[config.mk]
export PLATFORM = sky130hd
export DESIGN_NAME = reg_bank_write_arbiter
export DESIGN_NICKNAME = d
export VERILOG_FILES = /design/src/rtl/reg_bank_write_arbiter_pkg.sv /design/src/rtl/reg_bank_write_arbiter_onehot_addr_decoder.sv /design/src/rtl/reg_bank_write_arbiter.sv
export SDC_FILE = /design/constraint.sdc
export NUM_CORES = 1
export LEC_CHECK = 0
export CAP_MARGIN = 10
export CORE_MARGIN = 2
export CORE_UTILIZATION = 46
export CTS_BUF_LIST = sky130_fd_sc_hd__clkbuf_16
export CTS_CLUSTER_DIAMETER = 50
export CTS_CLUSTER_SIZE = 28
export DETAILED_ROUTE_END_ITERATION = 10
export PLACE_DENSITY_LB_ADDON = 0.25
export SYNTH_ARGS = -nofsm -noshare
export SYNTH_HDL_FRONTEND = slang
export SYNTH_SLANG_ARGS = --single-unit
export TNS_END_PERCENT = 30
[constraint.sdc]
create_clock -name C -period 2.7 [get_ports C]
set_clock_uncertainty 0.1 [all_clocks]
set_input_delay 0.405 -clock C [delete_from_list [all_inputs] [get_ports C]]
set_output_delay 0.405 -clock C [all_outputs]
set_load 0.005 [all_outputs]
[src/rtl/reg_bank_write_arbiter_pkg.sv]
// Shared definitions for the register-bank write arbiter.
//   state_t  : FSM state encoding (idle arbitration / clear walk)
//   rq_t     : requester identifiers used by the round-robin pointer
//   LAST_RST : reset value of the round-robin pointer, so A wins the first tie
package reg_bank_write_arbiter_pkg;

   typedef enum logic {
      ST_IDLE  = 1'b0,
      ST_CLEAR = 1'b1
   } state_t;

   typedef enum logic {
      RQ_A = 1'b0,
      RQ_B = 1'b1
   } rq_t;

   localparam rq_t LAST_RST = RQ_B;

endpackage

[src/rtl/reg_bank_write_arbiter_onehot_addr_decoder.sv]
// Binary word address to one-hot load-enable decoder.
//   addr   : word address, ADDR_W bits
//   onehot : DEPTH load enables; all zero when addr >= DEPTH
module reg_bank_write_arbiter_onehot_addr_decoder #(
   parameter int ADDR_W = 2,
   parameter int DEPTH  = 4
) (
   input  logic [ADDR_W-1:0] addr,
   output logic [DEPTH-1:0]  onehot
);

   always_comb begin
      onehot = '0;
      for (int i = 0; i < DEPTH; i++) begin
         onehot[i] = (addr == ADDR_W'(i));
      end
   end

endmodule

[src/rtl/reg_bank_write_arbiter.sv]
// Write sequencer for a DEPTH-word register bank with a single load port.
// Two requesters share the port under round-robin arbitration; a clear
// request walks the bank writing zero to one word per cycle.
//   C            : clock, rising edge
//   R            : asynchronous active-high reset
//   reqA/addrA/dataA, reqB/addrB/dataB : requester write ports (held until ack)
//   clr          : start clear walk (level sampled in IDLE)
//   L            : registered one-hot word load enables to the bank
//   D            : registered data bus to the bank
//   ackA/ackB    : one-cycle pulse, that requester's write is on L/D now
//   busy         : high while the clear walk drives L
//
// state    | meaning
// ---------+-----------------------------------------------------------
// ST_IDLE  | arbitrate A/B writes, or launch a clear on clr
// ST_CLEAR | drive zero into word cnt+1 each cycle; exit after last word
module reg_bank_write_arbiter
   import reg_bank_write_arbiter_pkg::*;
#(
   parameter int WIDTH  = 8,
   parameter int DEPTH  = 4,
   parameter int ADDR_W = 2
) (
   input  logic              C,
   input  logic              R,
   input  logic              reqA,
   input  logic [ADDR_W-1:0] addrA,
   input  logic [WIDTH-1:0]  dataA,
   input  logic              reqB,
   input  logic [ADDR_W-1:0] addrB,
   input  logic [WIDTH-1:0]  dataB,
   input  logic              clr,
   output logic [DEPTH-1:0]  L,
   output logic [WIDTH-1:0]  D,
   output logic              ackA,
   output logic              ackB,
   output logic              busy
);

   localparam logic [ADDR_W-1:0] CNT_LAST = ADDR_W'(DEPTH - 1);

   state_t            state, state_nxt;
   logic [ADDR_W-1:0] cnt, cnt_nxt;
   rq_t               last, last_nxt;
   logic [DEPTH-1:0]  l_nxt;
   logic [WIDTH-1:0]  d_nxt;
   logic              ack_a_nxt, ack_b_nxt, busy_nxt;

   logic              elig_a, elig_b;
   logic              grant_a, grant_b;
   logic [ADDR_W-1:0] grant_addr;
   logic [ADDR_W-1:0] clear_idx;
   logic [DEPTH-1:0]  grant_onehot;
   logic [DEPTH-1:0]  clear_onehot;

   // A requester that was acked on this cycle is still showing the same
   // request (it only sees ack at the next edge), so mask it for one cycle.
   assign elig_a  = reqA & ~ackA;
   assign elig_b  = reqB & ~ackB;
   assign grant_a = elig_a & (~elig_b | (last == RQ_B));
   assign grant_b = elig_b & ~grant_a;

   assign grant_addr = grant_a ? addrA : addrB;

   // Entering the walk loads word 0; inside the walk the next word is cnt+1.
   assign clear_idx = (state == ST_IDLE) ? '0 : (cnt + ADDR_W'(1));

   reg_bank_write_arbiter_onehot_addr_decoder #(
      .ADDR_W (ADDR_W),
      .DEPTH  (DEPTH)
   ) u_grant_dec (
      .addr   (grant_addr),
      .onehot (grant_onehot)
   );

   reg_bank_write_arbiter_onehot_addr_decoder #(
      .ADDR_W (ADDR_W),
      .DEPTH  (DEPTH)
   ) u_clear_dec (
      .addr   (clear_idx),
      .onehot (clear_onehot)
   );

   always_comb begin
      state_nxt = state;
      cnt_nxt   = cnt;
      last_nxt  = last;
      l_nxt     = '0;
      d_nxt     = D;
      ack_a_nxt = 1'b0;
      ack_b_nxt = 1'b0;
      busy_nxt  = busy;

      case (state)
         ST_IDLE: begin
            if (clr) begin
               // Pending requests wait; the round-robin pointer is untouched.
               state_nxt = ST_CLEAR;
               cnt_nxt   = '0;
               busy_nxt  = 1'b1;
               l_nxt     = clear_onehot;
               d_nxt     = '0;
            end else if (grant_a) begin
               l_nxt     = grant_onehot;
               d_nxt     = dataA;
               ack_a_nxt = 1'b1;
               last_nxt  = RQ_A;
            end else if (grant_b) begin
               l_nxt     = grant_onehot;
               d_nxt     = dataB;
               ack_b_nxt = 1'b1;
               last_nxt  = RQ_B;
            end
         end

         ST_CLEAR: begin
            d_nxt = '0;
            if (cnt == CNT_LAST) begin
               state_nxt = ST_IDLE;
               cnt_nxt   = '0;
               busy_nxt  = 1'b0;
            end else begin
               cnt_nxt  = cnt + ADDR_W'(1);
               l_nxt    = clear_onehot;
               busy_nxt = 1'b1;
            end
         end

         default: begin
            state_nxt = ST_IDLE;
            busy_nxt  = 1'b0;
         end
      endcase
   end

   always_ff @(posedge C or posedge R) begin
      if (R) begin
         state <= ST_IDLE;
         cnt   <= '0;
         last  <= LAST_RST;
         L     <= '0;
         D     <= '0;
         ackA  <= 1'b0;
         ackB  <= 1'b0;
         busy  <= 1'b0;
      end else begin
         state <= state_nxt;
         cnt   <= cnt_nxt;
         last  <= last_nxt;
         L     <= l_nxt;
         D     <= d_nxt;
         ackA  <= ack_a_nxt;
         ackB  <= ack_b_nxt;
         busy  <= busy_nxt;
      end
   end

endmodule

# Yosys cells after proc, flatten, opt, wreduce, memory -nomap -nowiden
# Cells that the tools add are included.
[op_classes]
addsub = 1
n_eq_ne = 9
mux = 28
bitwise_logic = 11
reduce_logical = 4
[ops]
columns = ["operator", "n"]
rows = [
  ["2-to-1 mux 8 bit", 3],
  ["2-to-1 mux 4 bit", 4],
  ["case mux 8 bit (2 select lines)", 1],
  ["2-to-1 mux 1 bit", 12],
  ["== test 2 bit (second input constant)", 5],
  ["2-to-1 mux 2 bit", 4],
  ["case mux 4 bit (2 select lines)", 1],
  ["inverter 1 bit", 6],
  ["bitwise AND 1 bit", 4],
  ["== test 2 x 1 -> 1 bit (second input constant)", 2],
  ["logical NOT 2 bit", 2],
  ["!= test 4 bit (second input constant)", 1],
  ["case mux 1 bit (2 select lines)", 2],
  ["case mux 2 bit (2 select lines)", 1],
  ["AND reduction 3 bit", 1],
  ["adder 2 x 1 -> 2 bit (second input constant)", 1],
  ["!= test 2 bit (second input constant)", 1],
  ["nonzero test 2 bit", 1],
  ["OR 1 bit", 1],
]
[word_totals]
regBits = 19
inputBits = 25
output_inout_bits = 15
elab_cells = 61

# Longest topological paths before layout
[logic_depth]
ltp_word = 11
mapped_depth = 6
depth_no_buf = 4

# Modules after synthesis
# A second synthesis with hierarchy kept.
[unflattened]
hier_cells = 95
hier_area_um2 = 999.7
[modules_own_cells]
columns = ["mod", "instances", "cells_each", "area_per_inst_um2", "seq_area_each_um2"]
rows = [
  ["reg_bank_write_arbiter", 1, 87, 947.2, 476.7],
  ["reg_bank_write_arbiter_onehot_addr_decoder", 2, 4, 26.3, 0.0],
]

# Worst setup path after synthesis
# Ideal clock, no wire load.
[synth_path]
path_kind = "register to register"
start = "register ackB"
end = "register D[0]"
setup_time_ns = 0.134
arrival_ns = 1.096
required_time_ns = 2.466
setup_slack_ns = 1.370
stages_incl_launch_ff = 5
n_path_buf = 1
synth_period_minus_slack_ns = 1.330
path_cell_list = "dfrtp_1 -> or3b_1 -> buf_2 -> nand4_1 -> o211ai_1"
[synth_via]
elab_chain_len = 8
word_cells_on_any_way = 11
classes_between = "1 x eq/ne; 3 x mux; 7 x bitwise"
[synth_lines]
columns = ["item", "line", "rtl"]
rows = [
  ["start, declared", "reg_bank_write_arbiter.sv:36", "output logic ackB,"],
  ["start signal, assigned", "reg_bank_write_arbiter.sv:153", "ackB <= ack_b_nxt;"],
  ["inverter 1 bit *", "reg_bank_write_arbiter.sv:59", "assign elig_b = reqB & ~ackB;"],
  ["bitwise AND 1 bit *", "reg_bank_write_arbiter.sv:59", ""],
  ["inverter 1 bit", "reg_bank_write_arbiter.sv:60", "assign grant_a = elig_a & (~elig_b | (last == RQ_B));"],
  ["OR 1 bit", "reg_bank_write_arbiter.sv:60", ""],
  ["bitwise AND 1 bit", "reg_bank_write_arbiter.sv:60", ""],
  ["2-to-1 mux 8 bit or inverter 1 bit (tied branches)", "reg_bank_write_arbiter.sv:103, reg_bank_write_arbiter.sv:61", ""],
  ["2-to-1 mux 8 bit or bitwise AND 1 bit (tied branches)", "reg_bank_write_arbiter.sv:96, reg_bank_write_arbiter.sv:61", ""],
  ["case mux 8 bit (2 select lines) or != test 4 bit (tied branches)", "-", ""],
  ["end signal, assigned", "reg_bank_write_arbiter.sv:151", "D <= d_nxt;"],
  ["end, declared", "reg_bank_write_arbiter.sv:34", "output logic [WIDTH-1:0] D,"],
]
# Every way passes the cells marked *; elsewhere a longest branch is shown, timed or not.
# A chain may end at the register's enable or synchronous reset.

# Worst setup path in the final report
[layout_path]
start = "input port reqB"
end = "register last"
[layout_via]
elab_chain_len = 8
word_cells_on_any_way = 9
classes_between = "1 x mux; 6 x bitwise; 2 x reduce/logical"
[layout_lines]
columns = ["item", "line", "rtl"]
rows = [
  ["start, declared", "reg_bank_write_arbiter.sv:29", "input logic reqB,"],
  ["bitwise AND 1 bit *", "reg_bank_write_arbiter.sv:59", ""],
  ["inverter 1 bit", "reg_bank_write_arbiter.sv:60", ""],
  ["OR 1 bit", "reg_bank_write_arbiter.sv:60", ""],
  ["bitwise AND 1 bit", "reg_bank_write_arbiter.sv:60", ""],
  ["inverter 1 bit", "reg_bank_write_arbiter.sv:61", "assign grant_b = elig_b & ~grant_a;"],
  ["bitwise AND 1 bit", "reg_bank_write_arbiter.sv:61", ""],
  ["nonzero test 2 bit (no line)", "-", ""],
  ["AND reduction 3 bit (no line)", "-", ""],
  ["end signal, assigned", "reg_bank_write_arbiter.sv:149", "last <= last_nxt;"],
  ["end, declared", "reg_bank_write_arbiter.sv:44", "rq_t last, last_nxt;"],
]
# Marked as above.

==> flow_summary.ini <==
[power_and_ir_drop]
ir_worst_vdd_mv = 0.736
p_leak_nw = 0.585
p_per_area_nw_per_um2 = 765

[clock_network]
htreeDepth = 1
clk_pin_slew_ns = 0.05
tritoncts = yes
cts_setup_buffers = 0
root_buffer = clkbuf_16
cts_buffer_depth = 2
numCtsBuffers = 3
cts_resized = 0
cts-hold-fix-buffers = 0
cts_num_sinks = 19
insertion_delay_ns = 0.25

[synthesis]
netlist.area_leader.share_pct = 42.8
ys_warn_count = 0
synthesis.nets = 135
synthFlopType = dfrtp_1
yosysSeqAreaShare_pct = 45.2
syn_avg_cell_area_sq_um = 9.67
ys_top_cells_by_count = 18 x dfrtp_1, 12 x o2111ai_1, 11 x nand4_1
synthArstFlopShare_pct = 100
synthCells = 109
synth_edf_count = 0
synth_most_common_cell = dfrtp_1
ys_types = 29
synthTopCellsByArea = dfrtp_1 43%, o2111ai_1 10%, nand4_1 6.5%, o211ai_1 5.7%, nor2b_1 4.8%
synth-seq-cells = 19
synth_area_leader_cell = dfrtp_1
syn-cell-area_sq_um = 1050

[flow_run]
max_cap_violations = 0

[setup_path]
crit_fanout = 12
start_kind = primary input
cp_top_family = simple AND/OR/NAND/NOR gates
worstPathArrival_ns = 1.85
critPathCaptureType = flip-flop
slowest_delay_ns = 0.56
crit_chain = clkdlybuf4s50_1, or3b_1, nand2_1, a32o_1
crit_type = primary input to flip-flop
cp_num_buf_inv = 1
required_ns = 2.79
slowest_stage = or3b_1

[detailed_routing]
avgRoutedWirePerCell_um = 15.9
drt_pass1_iterations = 4
wl_um = 2750
viasPerCell = 5.88
vias = 1018
remaining_drc_errors = 0
initialDrtViolationCount = 22
ant_nets = 0

[sta]
fin_ws_ns = 0.941
setup_total_negative_slack_ns = 0
min_period_ns = 1.76
worst_pin_slew_ns = 0.735
setup_violations = 0
slew_headroom_pct = 51.0
finalHoldViolCount = 0
drv_slew = 0
max_freq_ghz = 0.569
rsz0062_at_grt = no
period_share_pct = 65.1
whs_ns = 0.435

[placed_design]
io_buffer_count = 39
hpwl_um = 1900
place_congestion = 0.789
place_ws_ns = 0.703

[floorplan]
placementRows = 17
fp.dieW_um = 51.9
die-area_sq_um = 2690
io-pin-count = 40
start_util_pct = 48.1
die_h_um = 51.9
core_area_sq_um = 2190

[worst_hold_path]
hold_path.class = flip-flop to flip-flop

[global_route]
grt.total_usage_pct = 21.9
antenna_found_initial = 0
grt_pass1_wl_um = 4370
grt_pass1_vias = 953
grt_remaining_overflow = 0
grt_max_degree = 30

[final_layout]
diodes = 0
layout-drive-gt1-share_pct = 6.90
fin_nets = 172
areaGrowthSynthToFinish_pct = 44.1

[run_status]
outcome = finished, final reports clean
-- final cells by class --
class                      instances  area, sq um
fill                             179          673
multi-input combinational         71          484
sequential                        19          477
timing repair buffer              41          405
clock buffer                       3         75.1
inverter                          10         37.5
tap                               28         35.0
clock inverter                     1         3.75
-- worst paths after layout --
path                         from      to  slack [ns]  cells after the start
setup / recovery             reqB    last        0.94                      4
max in group asynchronous       R   state        1.56                      2
hold reg to reg            cnt[1]  cnt[1]        0.43                      1
setup reg to reg             last    last        1.11                      3
hold / removal             cnt[1]  cnt[1]        0.43                      1
min in group asynchronous       R    ackA        0.48                      2
-- logic make-up after synthesis --
logic type | synth area share [%]
DFF | 45.2
AOI/OAI and AO/OA | 22.9
and+or+nand+nor | 21.9
adders and majority gates | 1.19
buffers and inverters | 8.79
-- flip-flops by register name, summed over array words and instances (netlist names) --
signal / cells
D: 8
L: 4
ackA: 1
ackB: 1
busy: 1
cnt: 2
last: 1
state: 1
-- where the power goes --
part | switching (mW) | internal (mW) | leakage, nW | total (mW)
Clock | 0.104 | 0.197 | 0.0423 | 0.301
Combinational | 0.222 | 0.217 | 0.298 | 0.439
Sequential | 0.0579 | 0.363 | 0.245 | 0.421
Total | 0.384 | 0.777 | 0.585 | 1.16
-- worst register-to-register path: stages, from the launching register on --
cell and delay [ns]:
dfstp_2 0.56, or3b_1 0.39, nand2_1 0.18, a32o_1 0.29
-- layout by cell type, fill, tap and decap left out, types with 2 or more instances in the layout --
cell type        count
a21oi_1              3
buf_4                2
clkbuf_16            3
clkdlybuf4s50_1     39
dfrtp_1             18
inv_1               11
nand2_1              4
nand2b_1             2
nand3_1              4
nand4_1             11
nor2_1               6
nor2b_1              8
o2111ai_1           12
o211ai_1             8
-- through the flow --
stage          power [mW]  util [%]  instances  area, sq um
6_report             1.16      69.3        173         1520
5_1_grt              1.22      69.3        173         1520
4_1_cts              1.16      69.3        173         1520
3_5_place_dp        0.852      65.7        169         1440
3_3_place_gp        0.832      65.7        169         1440
2_1_floorplan       0.686         -        109         1050
-- metal layers --
| layer | global-route usage (%) | routed length (um) | vias up |
|---|---|---|---|
| met1 | 29.9 | 1260 | 487 |
| met4 | 7.89 | 35 | 0 |
| met3 | 2.59 | 152 | 4 |
| met2 | 35.7 | 1310 | 44 |
| met5 | 0 | 0 | - |
| li1 | - | - | 483 |
No activity file was read; power rests on OpenSTA's default activity.
